## src/rtl/blackjack_game_ctrl_if.sv

```systemverilog
// Player controls, card-adder handshake and game results for blackjack_game_ctrl.
// The master modport is the game sequencer; the slave modport is its environment.
interface blackjack_game_ctrl_if;
  logic       i_Start;
  logic       i_Hit;
  logic       i_Stay;
  logic       i_CardOK;
  logic [5:0] i_PlayerHnd;
  logic [5:0] i_DealerHnd;
  logic       o_HandClr;
  logic       o_Card2P;
  logic       o_Card2D;
  logic       o_Win;
  logic       o_Lose;
  logic       o_Tie;
  logic       o_Error;
  logic       o_PlayerTurn;

  modport master (
    input  i_Start, i_Hit, i_Stay, i_CardOK, i_PlayerHnd, i_DealerHnd,
    output o_HandClr, o_Card2P, o_Card2D, o_Win, o_Lose, o_Tie, o_Error, o_PlayerTurn
  );

  modport slave (
    output i_Start, i_Hit, i_Stay, i_CardOK, i_PlayerHnd, i_DealerHnd,
    input  o_HandClr, o_Card2P, o_Card2D, o_Win, o_Lose, o_Tie, o_Error, o_PlayerTurn
  );
endinterface

```

## src/rtl/blackjack_game_ctrl.sv

```systemverilog
// Blackjack game sequencer: deals via a request/ack handshake with the card adder and decides the game.
// Optional BJ_NATURAL_CHECK_EN: a player 21 after the initial deal goes straight to the comparison.
module blackjack_game_ctrl #(
  parameter logic [5:0] DEALER_STAND = 6'd17,
  parameter logic [5:0] BUST_LIMIT   = 6'd21,
  parameter logic [7:0] TIMEOUT_CYC  = 8'd255
) (
  input logic                   i_Clock,
  input logic                   i_Reset,
  blackjack_game_ctrl_if.master bus
);

  typedef enum logic [3:0] {
    IDLE     = 4'd0,
    CLR      = 4'd1,
    REQ      = 4'd2,
    ACK_WAIT = 4'd3,
    REL_WAIT = 4'd4,
    EVAL     = 4'd5,
    PLAYER   = 4'd6,
    DEALER   = 4'd7,
    COMPARE  = 4'd8,
    DONE     = 4'd9,
    ERROR    = 4'd10
  } state_t;

  localparam logic [5:0] NATURAL = 6'd21;

  state_t     state_r, state_s;
  logic [2:0] deal_cnt_r, deal_cnt_s;   // 0..3 during the deal, 4 once the deal is complete
  logic       target_r, target_s;       // 1'b0 player, 1'b1 dealer
  logic [7:0] tmo_r, tmo_s;
  logic [5:0] player_r, player_s;
  logic [5:0] dealer_r, dealer_s;
  logic       handclr_r, handclr_s;
  logic       card2p_r, card2p_s;
  logic       card2d_r, card2d_s;
  logic       win_r, win_s;
  logic       lose_r, lose_s;
  logic       tie_r, tie_s;
  logic       error_r, error_s;
  logic       turn_r, turn_s;

  // State register and registered outputs
  always_ff @(posedge i_Clock) begin
    if (i_Reset) begin
      state_r    <= IDLE;
      deal_cnt_r <= 3'd0;
      target_r   <= 1'b0;
      tmo_r      <= 8'd0;
      player_r   <= 6'd0;
      dealer_r   <= 6'd0;
      handclr_r  <= 1'b0;
      card2p_r   <= 1'b0;
      card2d_r   <= 1'b0;
      win_r      <= 1'b0;
      lose_r     <= 1'b0;
      tie_r      <= 1'b0;
      error_r    <= 1'b0;
      turn_r     <= 1'b0;
    end else begin
      state_r    <= state_s;
      deal_cnt_r <= deal_cnt_s;
      target_r   <= target_s;
      tmo_r      <= tmo_s;
      player_r   <= player_s;
      dealer_r   <= dealer_s;
      handclr_r  <= handclr_s;
      card2p_r   <= card2p_s;
      card2d_r   <= card2d_s;
      win_r      <= win_s;
      lose_r     <= lose_s;
      tie_r      <= tie_s;
      error_r    <= error_s;
      turn_r     <= turn_s;
    end
  end

  // Next-state and next-output logic
  always_comb begin
    state_s    = state_r;
    deal_cnt_s = deal_cnt_r;
    target_s   = target_r;
    tmo_s      = tmo_r;
    player_s   = player_r;
    dealer_s   = dealer_r;
    handclr_s  = 1'b0;
    card2p_s   = card2p_r;
    card2d_s   = card2d_r;
    win_s      = win_r;
    lose_s     = lose_r;
    tie_s      = tie_r;
    error_s    = error_r;

    case (state_r)
      IDLE, DONE, ERROR: begin
        if (bus.i_Start) begin
          state_s    = CLR;
          handclr_s  = 1'b1;
          win_s      = 1'b0;
          lose_s     = 1'b0;
          tie_s      = 1'b0;
          error_s    = 1'b0;
          deal_cnt_s = 3'd0;
        end else begin
          state_s = state_r;
        end
      end
      CLR: begin
        target_s = deal_cnt_r[0];
        state_s  = REQ;
      end
      REQ: begin
        card2p_s = ~target_r;
        card2d_s = target_r;
        tmo_s    = 8'd0;
        state_s  = ACK_WAIT;
      end
      ACK_WAIT: begin
        if (bus.i_CardOK) begin
          card2p_s = 1'b0;
          card2d_s = 1'b0;
          tmo_s    = 8'd0;
          state_s  = REL_WAIT;
        end else if (tmo_r == TIMEOUT_CYC - 8'd1) begin
          card2p_s = 1'b0;
          card2d_s = 1'b0;
          error_s  = 1'b1;
          state_s  = ERROR;
        end else begin
          tmo_s = tmo_r + 8'd1;
        end
      end
      REL_WAIT: begin
        if (!bus.i_CardOK) begin
          state_s = EVAL;
        end else if (tmo_r == TIMEOUT_CYC - 8'd1) begin
          error_s = 1'b1;
          state_s = ERROR;
        end else begin
          tmo_s = tmo_r + 8'd1;
        end
      end
      EVAL: begin
        // Totals are final here: the adder has released its ack
        player_s = bus.i_PlayerHnd;
        dealer_s = bus.i_DealerHnd;
        if (deal_cnt_r < 3'd3) begin
          deal_cnt_s = deal_cnt_r + 3'd1;
          target_s   = ~deal_cnt_r[0];
          state_s    = REQ;
        end else if (deal_cnt_r == 3'd3) begin
          deal_cnt_s = 3'd4;
`ifdef BJ_NATURAL_CHECK_EN
          if (bus.i_PlayerHnd == NATURAL) begin
            state_s = COMPARE;
          end else begin
            state_s = PLAYER;
          end
`else
          state_s = PLAYER;
`endif
        end else if (!target_r) begin
          if (bus.i_PlayerHnd > BUST_LIMIT) begin
            lose_s  = 1'b1;
            state_s = DONE;
          end else begin
            state_s = PLAYER;
          end
        end else begin
          state_s = DEALER;
        end
      end
      PLAYER: begin
        if (bus.i_Stay) begin
          state_s = DEALER;
        end else if (bus.i_Hit) begin
          target_s = 1'b0;
          state_s  = REQ;
        end else begin
          state_s = PLAYER;
        end
      end
      DEALER: begin
        if (dealer_r < DEALER_STAND) begin
          target_s = 1'b1;
          state_s  = REQ;
        end else begin
          state_s = COMPARE;
        end
      end
      COMPARE: begin
        if (dealer_r > BUST_LIMIT) begin
          win_s = 1'b1;
        end else if (player_r > dealer_r) begin
          win_s = 1'b1;
        end else if (player_r == dealer_r) begin
          tie_s = 1'b1;
        end else begin
          lose_s = 1'b1;
        end
        state_s = DONE;
      end
      default: begin
        state_s  = IDLE;
        card2p_s = 1'b0;
        card2d_s = 1'b0;
      end
    endcase

    turn_s = (state_s == PLAYER);
  end

  assign bus.o_HandClr    = handclr_r;
  assign bus.o_Card2P     = card2p_r;
  assign bus.o_Card2D     = card2d_r;
  assign bus.o_Win        = win_r;
  assign bus.o_Lose       = lose_r;
  assign bus.o_Tie        = tie_r;
  assign bus.o_Error      = error_r;
  assign bus.o_PlayerTurn = turn_r;

endmodule

```

## src/flat_wrapper.sv

```systemverilog
// flat-port wrapper written by rule: the top's interface ports become plain ports
module blackjack_game_ctrl_flat 
#(
  parameter logic [5:0] DEALER_STAND = 6'd17,
  parameter logic [5:0] BUST_LIMIT   = 6'd21,
  parameter logic [7:0] TIMEOUT_CYC  = 8'd255
)
  (i_Clock, i_Reset, bus_i_Start, bus_i_Hit, bus_i_Stay, bus_i_CardOK, bus_i_PlayerHnd, bus_i_DealerHnd, bus_o_HandClr, bus_o_Card2P, bus_o_Card2D, bus_o_Win, bus_o_Lose, bus_o_Tie, bus_o_Error, bus_o_PlayerTurn);
  blackjack_game_ctrl_if bus_i ();
  input logic i_Clock;
  input logic i_Reset;
  input wire logic [$bits(bus_i.i_Start)-1:0] bus_i_Start;
  input wire logic [$bits(bus_i.i_Hit)-1:0] bus_i_Hit;
  input wire logic [$bits(bus_i.i_Stay)-1:0] bus_i_Stay;
  input wire logic [$bits(bus_i.i_CardOK)-1:0] bus_i_CardOK;
  input wire logic [$bits(bus_i.i_PlayerHnd)-1:0] bus_i_PlayerHnd;
  input wire logic [$bits(bus_i.i_DealerHnd)-1:0] bus_i_DealerHnd;
  output wire logic [$bits(bus_i.o_HandClr)-1:0] bus_o_HandClr;
  output wire logic [$bits(bus_i.o_Card2P)-1:0] bus_o_Card2P;
  output wire logic [$bits(bus_i.o_Card2D)-1:0] bus_o_Card2D;
  output wire logic [$bits(bus_i.o_Win)-1:0] bus_o_Win;
  output wire logic [$bits(bus_i.o_Lose)-1:0] bus_o_Lose;
  output wire logic [$bits(bus_i.o_Tie)-1:0] bus_o_Tie;
  output wire logic [$bits(bus_i.o_Error)-1:0] bus_o_Error;
  output wire logic [$bits(bus_i.o_PlayerTurn)-1:0] bus_o_PlayerTurn;
  assign bus_i.i_Start = bus_i_Start;
  assign bus_i.i_Hit = bus_i_Hit;
  assign bus_i.i_Stay = bus_i_Stay;
  assign bus_i.i_CardOK = bus_i_CardOK;
  assign bus_i.i_PlayerHnd = bus_i_PlayerHnd;
  assign bus_i.i_DealerHnd = bus_i_DealerHnd;
  assign bus_o_HandClr = bus_i.o_HandClr;
  assign bus_o_Card2P = bus_i.o_Card2P;
  assign bus_o_Card2D = bus_i.o_Card2D;
  assign bus_o_Win = bus_i.o_Win;
  assign bus_o_Lose = bus_i.o_Lose;
  assign bus_o_Tie = bus_i.o_Tie;
  assign bus_o_Error = bus_i.o_Error;
  assign bus_o_PlayerTurn = bus_i.o_PlayerTurn;
  blackjack_game_ctrl #(.DEALER_STAND(DEALER_STAND), .BUST_LIMIT(BUST_LIMIT), .TIMEOUT_CYC(TIMEOUT_CYC)) u_core (.i_Clock(i_Clock), .i_Reset(i_Reset), .bus(bus_i));
endmodule
```

## config.mk

```make
export PLATFORM = sky130hd
export DESIGN_NAME = blackjack_game_ctrl_flat
export DESIGN_NICKNAME = d
export VERILOG_FILES = /design/src/rtl/blackjack_game_ctrl_if.sv /design/src/rtl/blackjack_game_ctrl.sv /design/src/flat_wrapper.sv
export SDC_FILE = /design/constraint.sdc
export NUM_CORES = 1
export LEC_CHECK = 0
export ABC_AREA = 1
export ABC_CLOCK_PERIOD_IN_PS = 1600
export CAP_MARGIN = 10
export CORE_UTILIZATION = 52
export CTS_BUF_LIST = sky130_fd_sc_hd__clkbuf_8
export DETAILED_ROUTE_END_ITERATION = 7
export PLACE_DENSITY_LB_ADDON = 0.08
export SLEW_MARGIN = 0
export SYNTH_ARGS = -nofsm -noshare
export SYNTH_HDL_FRONTEND = slang
export SYNTH_SLANG_ARGS = --single-unit
```

## constraint.sdc

```tcl
create_clock -name i_Clock -period 1.6 [get_ports i_Clock]
set_clock_uncertainty 0.1 [all_clocks]
set_input_delay 0.16 -clock i_Clock [delete_from_list [all_inputs] [get_ports i_Clock]]
set_output_delay 0.16 -clock i_Clock [all_outputs]
set_load 0.005 [all_outputs]
```

==> flow_summary.yaml, run 1 <==
global_routing:
  gr-total-overflow: 0
  grt_pass1_wl_um: 8376
  grt_pass1_vias: 1978
  antenna_found_initial: 0
  grt_max_degree: 20
  grt.total_usage_pct: 25.41
timing:
  hold_viol_final: 0
  worst_pin_slew_ns: 0.2467
  setup_viol: 0
  worst_slack_ns: 0.03980
  slew_headroom_pct: 83.38
  max_freq_ghz: 0.6409
  period_minus_slack_ns: 1.560
  final.period_utilization_pct: 97.51
  drv_slew: 0
  fin_hold_ws_ns: 0.3377
clock_network:
  root_buffer: "clkbuf_8"
  clock_path_buffers: 2
  hold_buffers: 0
  cts_sinks: 36
  tritoncts: "done"
  clkLatencyLatePin_ns: 0.29
  htreeDepth: 2
  cts_buffers: 5
  clkTransAtPathRegs_ns: 0.07
pwr:
  p_leak_nw: 1.274
  power_w: 0.003175
  power_density_mw_per_mm2: 1142
  irDropWorstVdd_v: 0.0005617
flow_run:
  maxCapViolCount: 0
worst_hold_path:
  hp-class: "in -> reg"
  hold_path_depth: 3
worst_setup_path:
  r2r_cells: 10
  cp_max_fo: 2
  crit_path_end_kind: "flip-flop"
  crit_required_ns: 1.73
  worstSetupPathType: "reg -> reg"
  crit_path_start_kind: "flip-flop"
  arrival_ns: 1.69
place:
  dp_slack_ns: -0.02397
  place_inst: 402
  place_congestion: 0.8767
  port-buffer-count: 25
  dpl.hpwl_um: 3732
synth:
  synthAdderAreaFrac_pct: 5.807
  synth_area_leaders: "dfxtp_1, nand2_1, a21oi_1"
  ys_warn_count: 0
  synth_top_family_by_area: "simple AND/OR/NAND/NOR gates"
  seq_area_frac_synth_pct: 33.45
  synthesis.area_sq_mm: 0.002155
  netlist_instances: 324
  avgSynthCellArea_sq_um: 6.650
  synthSimpleGateAreaFrac_pct: 33.39
  synth_compound_area_share_pct: 15.80
  synth-seq-cells: 36
  synth_mux_area_share_pct: 0
  yosysTopAreaCell: "dfxtp_1"
  synthXorXnorAreaFrac_pct: 2.033
  synth_top_area_share_pct: 33.45
  syn_nets: 352
  post_synth_num_cell_types: 30
cells_and_area:
  syn_to_final_growth_pct: 29.09
  n_antenna_cell: 0
  finalNonFillerCells: 412
  utilization_pct: 69.53
  drive_gt1_share_pct: 23.48
  num-nets-final: 389
die:
  core_area_sq_mm: 0.004000
  rows: 23
  start_util_pct: 53.86
  die-width_um: 66.37
  pin_count: 26
  die_h_um: 66.37
  die_area_sq_mm: 0.004405
detailed_routing:
  via_per_inst: 5.141
  dr_total_vias: 2118
  drc: 0
  drtAntennaViolNets: 0
  drt-initial-drc-count: 137
  post_drt_wl_per_cell_um: 12.84
  wl_um: 5290
  drt_pass1_iterations: 4
status:
  status: "completed"
==> sequential cells by signal (all words and copies together) (netlist names), 3 cells and up <==
name,flops
u_core.state_r,4
u_core.player_r,6
u_core.tmo_r,8
u_core.deal_cnt_r,3
u_core.dealer_r,6
==> stage by stage <==
step	TNS [ns]	instance area [sq um]
floorplan	0	2155
global placement	-0.02644	2502
detailed placement	-0.02397	2502
CTS	0	2620
global route	-0.06852	2781
finish	0	2781
==> area by class of cell <==
class	instances	area, sq um
Multi-Input combinational cell	237	1363
Inverter	44	167.7
Timing Repair Buffer	37	340.3
Sequential cell	36	740.7
Fill cell	343	1219
Tap cell	50	62.56
Clock inverter	3	38.79
Clock buffer	5	68.82
==> cell usage in the layout, fill, tap and decap left out, types with 2 or more instances in the layout <==
| cell type | n |
|---|---|
| a21oi_1 | 33 |
| a21oi_2 | 2 |
| buf_4 | 12 |
| clkbuf_8 | 5 |
| clkdlybuf4s50_1 | 25 |
| dfxtp_1 | 22 |
| dfxtp_2 | 13 |
| ha_1 | 4 |
| ha_4 | 6 |
| inv_1 | 37 |
| inv_2 | 7 |
| nand2_1 | 70 |
| nand2_2 | 14 |
| nand2_4 | 5 |
| nand3_1 | 16 |
| nand3_2 | 2 |
| nor2_1 | 30 |
| nor2_2 | 7 |
| nor2_4 | 5 |
| nor3_1 | 3 |
| o21ai_0 | 22 |
| o21ai_1 | 4 |
| xnor2_1 | 2 |
| xor2_1 | 3 |
==> synthesized netlist by cell type <==
library cell	instances
a31oi_1	1
nor2_1	32
buf_4	1
a21oi_2	1
a21boi_0	1
buf_6	1
nand2_1	78
xor2_1	3
o21ai_1	1
nor3_1	3
nor2_4	3
or2_0	1
o21ai_0	26
buf_2	2
nand3_1	18
nand2_2	7
o211ai_2	1
dfxtp_1	36
ha_1	10
nand4_1	1
xnor2_1	2
and2b_2	1
inv_2	5
a21oi_1	34
nand3b_1	1
and3_1	1
nand2_4	4
nor2_2	7
inv_1	39
clkbuf_1	3
==> power breakdown <==
| part | total, W | internal (W) | switching, W |
|---|---|---|---|
| registers | 0.00112 | 0.00101 | 0.000109 |
| logic | 0.00127 | 0.000495 | 0.000773 |
| clock network | 0.000789 | 0.000456 | 0.000333 |
| total | 0.00318 | 0.00196 | 0.00121 |
==> worst paths after layout <==
kind	start	to	slack (ns)
setup / recovery	u_core.player_r[5]	u_core.bus.o_Lose	0.04
hold / removal	bus_i_PlayerHnd[3]	u_core.player_r[3]	0.34
setup reg to reg	u_core.player_r[5]	u_core.bus.o_Lose	0.04
hold reg to reg	u_core.bus.o_Lose	u_core.bus.o_Lose	0.37
==> critical path: stages, from the launching register on <==
cell and delay (ns):
dfxtp_1 0.40, ha_4 0.23, nand2_2 0.10, nor2_4 0.04, nand2_2 0.06, nor2_2 0.04, nor2_1 0.09, nand2_1 0.06
nor2_1 0.15, nand3_2 0.11, a21oi_2 0.12
==> logic make-up (layout without fill, tap and decap cells) <==
| group | Yosys count | in the layout |
|---|---|---|
| simple gates | 157 | 157 |
| compound gates | 65 | 65 |
| buf+inv | 51 | 89 |
| flops | 36 | 36 |
| fa+ha+maj | 10 | 10 |
| xor+xnor | 5 | 5 |
==> per-layer routing <==
| metal | GRT usage [%] | vias up | part of all wire [%] |
|---|---|---|---|
| li1 | - | 1103 | - |
| met1 | 29.01 | 953 | 44 |
| met2 | 44.64 | 51 | 50 |
| met3 | 6.552 | 11 | 4.7 |
| met4 | 10.11 | 0 | 2.0 |
| met5 | 0 | - | 0 |
==> repair_timing <==
action                                  in CTS  in global routing
hold endpoints to repair                     0                  0
endpoints found under the setup margin       1                 15
setup buffers                                0                  2
pin swaps                                    0                 13
gates resized for setup                      4                 44
No activity file was read; power rests on OpenSTA's default activity.
==> run 2: changes to the inputs <==
Settings changed: CTS_CLUSTER_SIZE set to 8.
==> results of run 2 <==
The final DEF is identical to that of run 1; final timing and power are the same.
==> run 3: changes to the inputs <==
Settings changed: CTS_CLUSTER_DIAMETER set to 100.
==> results of run 3 <==
The final DEF is identical to that of run 1; final timing and power are the same.
